--- src/rtl/clk_freq_monitor.sv ---
// clk_freq_monitor: measures the clk-cycle length of NUM_PER consecutive
// mon_in periods and reports pass / fail / timeout against EXP_PERIOD +/- TOL.
// Optional duty-cycle check and high_sum output: define CLK_MON_DUTY_EN.
`timescale 1ns/1ps

module clk_freq_monitor #(
    parameter int unsigned CNT_W      = 16,
    parameter int unsigned NUM_PER    = 4,
    parameter int unsigned EXP_PERIOD = 4,
    parameter int unsigned TOL        = 0,
    parameter int unsigned TIMEOUT    = 64
) (
    input  logic             clk,
    input  logic             rst,
    input  logic             start,
    input  logic             mon_in,
    output logic             busy,
    output logic             done,
    output logic             pass,
    output logic             timeout,
    output logic [CNT_W-1:0] period_sum
`ifdef CLK_MON_DUTY_EN
    ,
    output logic [CNT_W-1:0] high_sum
`endif
);

    localparam int unsigned EW   = CNT_W + 8;
    localparam int unsigned TO_W = $clog2(TIMEOUT + 1);
    localparam int unsigned EC_W = 8;

    localparam logic [1:0] ST_IDLE = 2'd0;
    localparam logic [1:0] ST_ARM  = 2'd1;
    localparam logic [1:0] ST_MEAS = 2'd2;

    localparam logic [CNT_W-1:0] CNT_MAX  = '1;
    localparam logic [EW-1:0]    EXP_SUM  = EW'(NUM_PER * EXP_PERIOD);
    localparam logic [EW-1:0]    TOL_W    = EW'(TOL);
    localparam logic [TO_W-1:0]  TO_LAST  = TO_W'(TIMEOUT - 1);
    localparam logic [EC_W-1:0]  EC_LAST  = EC_W'(NUM_PER - 1);
`ifdef CLK_MON_DUTY_EN
    localparam logic [EW-1:0]    DUTY_TOL = EW'(TOL + NUM_PER);
`endif

    logic [1:0]       state_q, state_d;
    logic             s1_q, s1_d, s2_q, s2_d, s3_q, s3_d;
    logic             busy_q, busy_d;
    logic             done_q, done_d;
    logic             pass_q, pass_d;
    logic             timeout_q, timeout_d;
    logic [CNT_W-1:0] period_sum_q, period_sum_d;
    logic [CNT_W-1:0] cyc_cnt_q, cyc_cnt_d;
    logic [EC_W-1:0]  edge_cnt_q, edge_cnt_d;
    logic [TO_W-1:0]  to_cnt_q, to_cnt_d;

    logic             rise;
    logic             sat;
    logic [CNT_W-1:0] cyc_inc;
    logic [CNT_W-1:0] sum_fin;
    logic [EW-1:0]    dev;
    logic             pass_ok;
`ifdef CLK_MON_DUTY_EN
    logic [CNT_W-1:0] high_sum_q, high_sum_d;
    logic [CNT_W-1:0] high_inc;
    logic [EW-1:0]    twice_high;
    logic [EW-1:0]    duty_dev;
`endif

    // Next-state, counters and result computation
    always_comb begin
        state_d      = state_q;
        s1_d         = mon_in;
        s2_d         = s1_q;
        s3_d         = s2_q;
        busy_d       = busy_q;
        done_d       = 1'b0;
        pass_d       = pass_q;
        timeout_d    = timeout_q;
        period_sum_d = period_sum_q;
        cyc_cnt_d    = cyc_cnt_q;
        edge_cnt_d   = edge_cnt_q;
        to_cnt_d     = to_cnt_q;

        rise    = s2_q & ~s3_q;
        sat     = (cyc_cnt_q == CNT_MAX);
        cyc_inc = sat ? cyc_cnt_q : cyc_cnt_q + CNT_W'(1);
        sum_fin = sat ? CNT_MAX : cyc_cnt_q + CNT_W'(1);
        dev     = (EW'(sum_fin) >= EXP_SUM) ? (EW'(sum_fin) - EXP_SUM)
                                            : (EXP_SUM - EW'(sum_fin));
`ifdef CLK_MON_DUTY_EN
        high_sum_d = high_sum_q;
        high_inc   = (s2_q && (high_sum_q != CNT_MAX)) ? high_sum_q + CNT_W'(1) : high_sum_q;
        twice_high = EW'(high_inc) + EW'(high_inc);
        duty_dev   = (twice_high >= EW'(sum_fin)) ? (twice_high - EW'(sum_fin))
                                                  : (EW'(sum_fin) - twice_high);
        pass_ok    = (dev <= TOL_W) && !sat && (duty_dev <= DUTY_TOL);
`else
        pass_ok    = (dev <= TOL_W) && !sat;
`endif

        case (state_q)
            ST_IDLE: begin
                // busy stays high through the done cycle, so a start there is ignored
                busy_d = 1'b0;
                if (start && !busy_q) begin
                    state_d      = ST_ARM;
                    busy_d       = 1'b1;
                    pass_d       = 1'b0;
                    timeout_d    = 1'b0;
                    period_sum_d = '0;
                    cyc_cnt_d    = '0;
                    edge_cnt_d   = '0;
                    to_cnt_d     = '0;
`ifdef CLK_MON_DUTY_EN
                    high_sum_d   = '0;
`endif
                end
            end
            ST_ARM: begin
                if (rise) begin
                    state_d    = ST_MEAS;
                    cyc_cnt_d  = '0;
                    edge_cnt_d = '0;
                    to_cnt_d   = '0;
                end else if (to_cnt_q == TO_LAST) begin
                    state_d      = ST_IDLE;
                    timeout_d    = 1'b1;
                    pass_d       = 1'b0;
                    period_sum_d = cyc_cnt_q;
                    done_d       = 1'b1;
                end else begin
                    to_cnt_d = to_cnt_q + TO_W'(1);
                end
            end
            ST_MEAS: begin
                cyc_cnt_d = cyc_inc;
`ifdef CLK_MON_DUTY_EN
                high_sum_d = high_inc;
`endif
                if (rise) begin
                    to_cnt_d = '0;
                    if (edge_cnt_q == EC_LAST) begin
                        state_d      = ST_IDLE;
                        period_sum_d = sum_fin;
                        pass_d       = pass_ok;
                        timeout_d    = 1'b0;
                        done_d       = 1'b1;
                    end else begin
                        edge_cnt_d = edge_cnt_q + EC_W'(1);
                    end
                end else if (to_cnt_q == TO_LAST) begin
                    state_d      = ST_IDLE;
                    timeout_d    = 1'b1;
                    pass_d       = 1'b0;
                    period_sum_d = cyc_cnt_q;
                    done_d       = 1'b1;
                end else begin
                    to_cnt_d = to_cnt_q + TO_W'(1);
                end
            end
            default: begin
                state_d = ST_IDLE;
            end
        endcase
    end

    // State, synchroniser and result registers
    always_ff @(posedge clk or posedge rst) begin
        if (rst) begin
            state_q      <= ST_IDLE;
            s1_q         <= 1'b0;
            s2_q         <= 1'b0;
            s3_q         <= 1'b0;
            busy_q       <= 1'b0;
            done_q       <= 1'b0;
            pass_q       <= 1'b0;
            timeout_q    <= 1'b0;
            period_sum_q <= '0;
            cyc_cnt_q    <= '0;
            edge_cnt_q   <= '0;
            to_cnt_q     <= '0;
`ifdef CLK_MON_DUTY_EN
            high_sum_q   <= '0;
`endif
        end else begin
            state_q      <= state_d;
            s1_q         <= s1_d;
            s2_q         <= s2_d;
            s3_q         <= s3_d;
            busy_q       <= busy_d;
            done_q       <= done_d;
            pass_q       <= pass_d;
            timeout_q    <= timeout_d;
            period_sum_q <= period_sum_d;
            cyc_cnt_q    <= cyc_cnt_d;
            edge_cnt_q   <= edge_cnt_d;
            to_cnt_q     <= to_cnt_d;
`ifdef CLK_MON_DUTY_EN
            high_sum_q   <= high_sum_d;
`endif
        end
    end

    assign busy       = busy_q;
    assign done       = done_q;
    assign pass       = pass_q;
    assign timeout    = timeout_q;
    assign period_sum = period_sum_q;
`ifdef CLK_MON_DUTY_EN
    assign high_sum   = high_sum_q;
`endif

endmodule

--- config.mk ---
export PLATFORM = sky130hd
export DESIGN_NAME = clk_freq_monitor
export DESIGN_NICKNAME = d
export VERILOG_FILES = /design/src/rtl/clk_freq_monitor.sv
export SDC_FILE = /design/constraint.sdc
export NUM_CORES = 1
export LEC_CHECK = 0
export CORE_MARGIN = 2
export CORE_UTILIZATION = 59
export DETAILED_ROUTE_END_ITERATION = 10
export PLACE_DENSITY = 0.83
export SLEW_MARGIN = 15
export SYNTH_ARGS = -nofsm -noshare
export SYNTH_HDL_FRONTEND = slang
export SYNTH_SLANG_ARGS = --single-unit
--- constraint.sdc ---
create_clock -name clk -period 4.95 [get_ports clk]
set_input_delay 0.7425 -clock clk [delete_from_list [all_inputs] [get_ports clk]]
set_output_delay 0.7425 -clock clk [all_outputs]
set_load 0.05 [all_outputs]
Yosys cells after proc, flatten, opt, wreduce, memory -nomap -nowiden. Cells that the tools add are included.

Word-level logic and storage cells: 90. Register bits: 56. Output and inout bits: 20.

Bitwise operators: 2. Eq/ne operators: 13. Magnitude comparators: 2. Multiplexer cells: 43. Reductions and logical operators: 13. Add/subtract/negate cells: 5.

Operator list (count): 16-bit 2-to-1 mux (8); 16-bit case mux with 3 select lines (2); 8-bit 2-to-1 mux (4); 24-bit by 1-bit less-or-equal comparator with 1-bit output (second input constant) (1); 24-bit 2-to-1 mux (1); 8-bit case mux with 3 select lines (1); 7-bit 2-to-1 mux (3); 16-bit by 5-bit subtractor with 17-bit output (second input constant) (1); 5-bit by 16-bit subtractor with 17-bit output (first input constant) (1); 16-bit by 1-bit adder with 16-bit output (second input constant) (1); 16-bit == test (second input constant) (1); 16-bit by 5-bit >= comparator with 1-bit output (second input constant) (1); 1-bit 2-to-1 mux (14); 7-bit case mux with 2 select lines (1); 2-bit != test (second input constant) (6); 2-bit 2-to-1 mux (5); 8-bit by 1-bit adder with 8-bit output (second input constant) (1); 8-bit by 2-bit == test with 1-bit output (second input constant) (1); 4-bit AND reduction (2); 7-bit by 1-bit adder with 7-bit output (second input constant) (1); 7-bit by 6-bit == test with 1-bit output (second input constant) (1); 3-bit != test (second input constant) (2); 1-bit case mux with 3 select lines (2); 2-bit case mux with 3 select lines (1); other kinds (14) (16).

Longest topological paths before layout.
Depth after elaboration: 9. Mapped depth: 13.

Worst setup path before layout. Ideal clock, no wire load.

Path kind: flip-flop to flip-flop. Start: reg cyc_cnt_q[0]. End: reg pass_q (netlist: pass). Data arrival time: 3.464 ns. Required time: 4.846 ns. Path slack: 1.383 ns. Stages on the path, launching flop included: 13. Path through: dfrtp_1 > ha_1 > buf_4 > nand4_2 > nor4_1 > nor2_1 > ha_1 > or4b_2 > nor4_1 > nand4_1 > nor2_1 > nand3_1 > o41ai_2.

Cells in the longest elaborated chain, start to end: 9. Elaborated cells on any way between the ends: 13. Those cells by class: 3 x add/sub; 2 x order compare; 1 x eq/ne; 5 x mux; 2 x reduce/logical.

Ends and longest elaborated chain: start: declaration (RTL line 52) `logic [CNT_W-1:0] cyc_cnt_q, cyc_cnt_d;`; start signal: assignment (RTL line 195) `cyc_cnt_q <= cyc_cnt_d;`; 16-bit by 1-bit adder with 16-bit output or 16-bit == test (tied branches) (RTL line 87, 85); 16-bit 2-to-1 mux (RTL line 87) `sum_fin = sat ? CNT_MAX : cyc_cnt_q + CNT_W'(1);`; 5-bit by 16-bit subtractor with 17-bit output (tied with other cells) (RTL line 89) `: (EXP_SUM - EW'(sum_fin));`; 24-bit 2-to-1 mux (RTL line 88) `dev = (EW'(sum_fin) >= EXP_SUM) ? (EW'(sum_fin) - EXP_SUM)`; 24-bit by 1-bit less-or-equal comparator with 1-bit output (RTL line 98) `pass_ok = (dev <= TOL_W) && !sat;`; 1-bit logical AND * (RTL line 98); 1-bit 2-to-1 mux * (RTL line 142) `if (edge_cnt_q == EC_LAST) begin`; 1-bit 2-to-1 mux * (RTL line 140) `if (rise) begin`; 1-bit case mux with 3 select lines * (RTL line 101) `case (state_q)`; end signal: assignment (RTL line 192) `pass_q <= pass_d;`; end: declaration (RTL line 49) `logic pass_q, pass_d;`.

Every way passes the cells marked *; elsewhere a longest branch is shown, timed or not. The select of a mux whose other input is x is not followed. A chain may end at the register's enable or synchronous reset.

Worst setup path after layout. Same ends and word-level chain as after synthesis.

==> impl_metrics.tcl <==
set metrics [dict create \
    grt_usage 0.258 \
    synth_top_area_cell "dfrtp_1" \
    tightest_slew_ps 1060 \
    hold_violations 0 \
    dieWidth_um 80.9 \
    start_kind "flip-flop" \
    cts_tree "built" \
    hpwl_um 5530 \
    viasPerCell 6.29 \
    area_growth_syn_to_layout_pct 9.51 \
    num_vias 2993 \
    arrival_ps 3740 \
    ys_ff_latch 56 \
    die_h_um 80.9 \
    critical_path_class "flip-flop to flip-flop" \
    routed_wl_um 7850 \
    ys.flop_type "dfrtp_1" \
    antenna_found_initial 0 \
    async_flop_share 1.00 \
    clock_sinks 56 \
    cts_resized 0 \
    fin_area_um2 3820 \
    synth_top_cells_by_area "dfrtp_1 (40%), mux2i_1 (5.7%), nand2_1 (5.1%)" \
    netlist.area_leader.share 0.402 \
    netlist_area_um2 3490 \
    htree_levels 2 \
    antenna_left 0 \
    ir_drop_uv 268 \
    synth_cells 394 \
    insertion_delay_ps 320 \
    setup_tns_ps 0 \
    fp-row-count 27 \
    postSynthNetCount 407 \
    die_area_um2 6540 \
    drcViolationCount 0 \
    diodes 0 \
    dr.pass1.iters 5 \
    cts_root_buffer "clkbuf_8" \
    slew_headroom 0.289 \
    holdPathStages 0 \
    ys_types 49 \
    p_per_area_nw_per_um2 335 \
    io_pins 24 \
    synth-seq-area-share 0.402 \
    drv_cap 0 \
    synth_edf_count 0 \
    worstPathRequired_ps 5170 \
    path_max_fanout 8 \
    setup-violations-final 0 \
    fin_crit_ps 3530 \
    cts_buffer_depth 2 \
    clkTransAtPathRegs_ps 100 \
    grt_pass1_vias 2777 \
    avgSynthCellArea_um2 8.85 \
    place_area_um2 3730 \
    max_freq_ghz 0.284 \
    hold_class "flip-flop to flip-flop" \
    drive_gt1_frac 0.0594 \
    cts_buffers 5 \
    grt_pass1_wl_um 13200 \
    drtIter0Drc 244 \
    power.static_leakage_uw 0.00160 \
    status "finished, final reports clean" \
    finalNetCount 416 \
    finClkSkew_ps 15.6 \
    end_kind "flip-flop" \
    worst_slack_ps 1420 \
    ff2ff_path_depth 9 \
    pre_cts_slack_ps 1480 \
    grt-ovfl-total 0 \
    cts_setup_buffers 0 \
    grt_start_max_net_pins 57 \
    fin_crit_sh 0.712 \
    n_fill_cell 486 \
    finalMaxSlewViolations 0 \
    r2r_slack_ps 1420 \
    initial_core_util 0.622 \
    yosysWarnings 0 \
    cts_hold_buffers 0 \
    rsz0062_at_grt "no" \
    routabilityCongestion 0.891 \
    portBuffers 23 \
    design.core.area_um2 5610 \
    wire_per_inst_um 16.5 \
]
-- power by group --
| part | switching [uW] | internal [uW] |
|---|---|---|
| Clock | 154 | 101 |
| Combinational | 361 | 139 |
| Sequential | 33.8 | 490 |
| Total | 549 | 730 |
-- layout by cell type, fill, tap and decap left out, types with 5 or more instances in the layout --
cell              n
dfrtp_1          56
nand2_1          47
nor2_1           41
o21ai_0          34
clkdlybuf4s50_1  23
mux2i_1          20
a22o_1           17
a21oi_1          16
xor2_1           14
nand3_1          13
o22ai_1          13
xnor2_1          11
inv_1             9
ha_1              9
nand4_1           7
nor3_1            6
o31ai_1           6
clkbuf_8          5
buf_4             5
-- synthesized netlist by cell type (2+ instances only) --
cell / n
o211ai_1: 2
o21ai_0: 34
nor2b_1: 2
mux2i_1: 20
xor2_1: 14
nand4_1: 7
xnor2_1: 11
o31ai_1: 6
nand3_1: 13
nand2b_1: 4
a31oi_1: 3
dfrtp_1: 56
nor2_1: 42
and3_1: 4
buf_2: 3
clkbuf_1: 19
nor3_1: 6
inv_1: 10
nand2_1: 47
a22o_1: 17
ha_1: 9
nor4_1: 4
o22ai_1: 13
a32oi_1: 2
a21o_1: 3
or3_1: 4
buf_4: 2
a21oi_1: 16
-- through the flow --
stage	power (uW)	instances	utilization	hold WS [ps]
after detailed placement	1020	468	0.665	336
after global placement	1010	468	0.665	333
after floorplan	892	394	-	331
after global routing	1360	476	0.681	365
after CTS	1270	476	0.681	359
final	1280	476	0.681	358
-- flip-flops by register name, indices dropped and copies added (netlist names) --
| name | flops |
|---|---|
| timeout | 1 |
| edge_cnt_q | 8 |
| busy | 1 |
| pass | 1 |
| s2_q | 1 |
| s1_q | 1 |
| done | 1 |
| cyc_cnt_q | 16 |
| period_sum | 16 |
| state_q | 2 |
| to_cnt_q | 7 |
| s3_q | 1 |
-- layout make-up --
class,count,area [um2],area share
multi-input combinational,302,1930,0.506
clock inverter,2,16.3,0.00426
timing repair buffer,28,268,0.0701
tap,72,90.1,0.0236
clock buffer,6,72.6,0.0190
inverter,10,37.5,0.00983
sequential,56,1400,0.367
-- per-layer routing --
layer,vias up,part of all wire,routed length (um),track usage
li1,1432,-,-,-
met1,1450,0.45,3510,0.349
met2,94,0.48,3770,0.416
met3,17,0.052,412,0.0478
met4,0,0.021,165,0.0966
met5,-,0,0,0
-- final timing paths --
kind	to	startpoint
worst max-delay path	pass	cyc_cnt_q[0]
worst min-delay path	s2_q	s1_q
worst max register to register	pass	cyc_cnt_q[0]
worst min register to register	s2_q	s1_q
max in group asynchronous	cyc_cnt_q[14]	rst
min in group asynchronous	edge_cnt_q[0]	rst
-- worst max-delay path, cell delays in order (launching register included) --
cell	delay, ps
dfrtp_1	470
ha_1	360
nand4_2	280
nor3_1	470
mux2i_1	490
nand2_1	90
or4bb_1	510
a311o_1	270
and3_1	170
o41ai_2	320
-- logic make-up after synthesis --
| logic type | Yosys count | share of synthesized area |
|---|---|---|
| muxes | 21 | 0.0607 |
| buffers and inverters | 36 | 0.0445 |
| and+or+nand+nor | 145 | 0.207 |
| adders and majority gates | 9 | 0.0323 |
| AOI/OAI and AO/OA | 102 | 0.191 |
| DFF | 56 | 0.402 |
| xor gates and xnor gates | 25 | 0.0628 |
No activity file was read; power rests on OpenSTA's default activity.
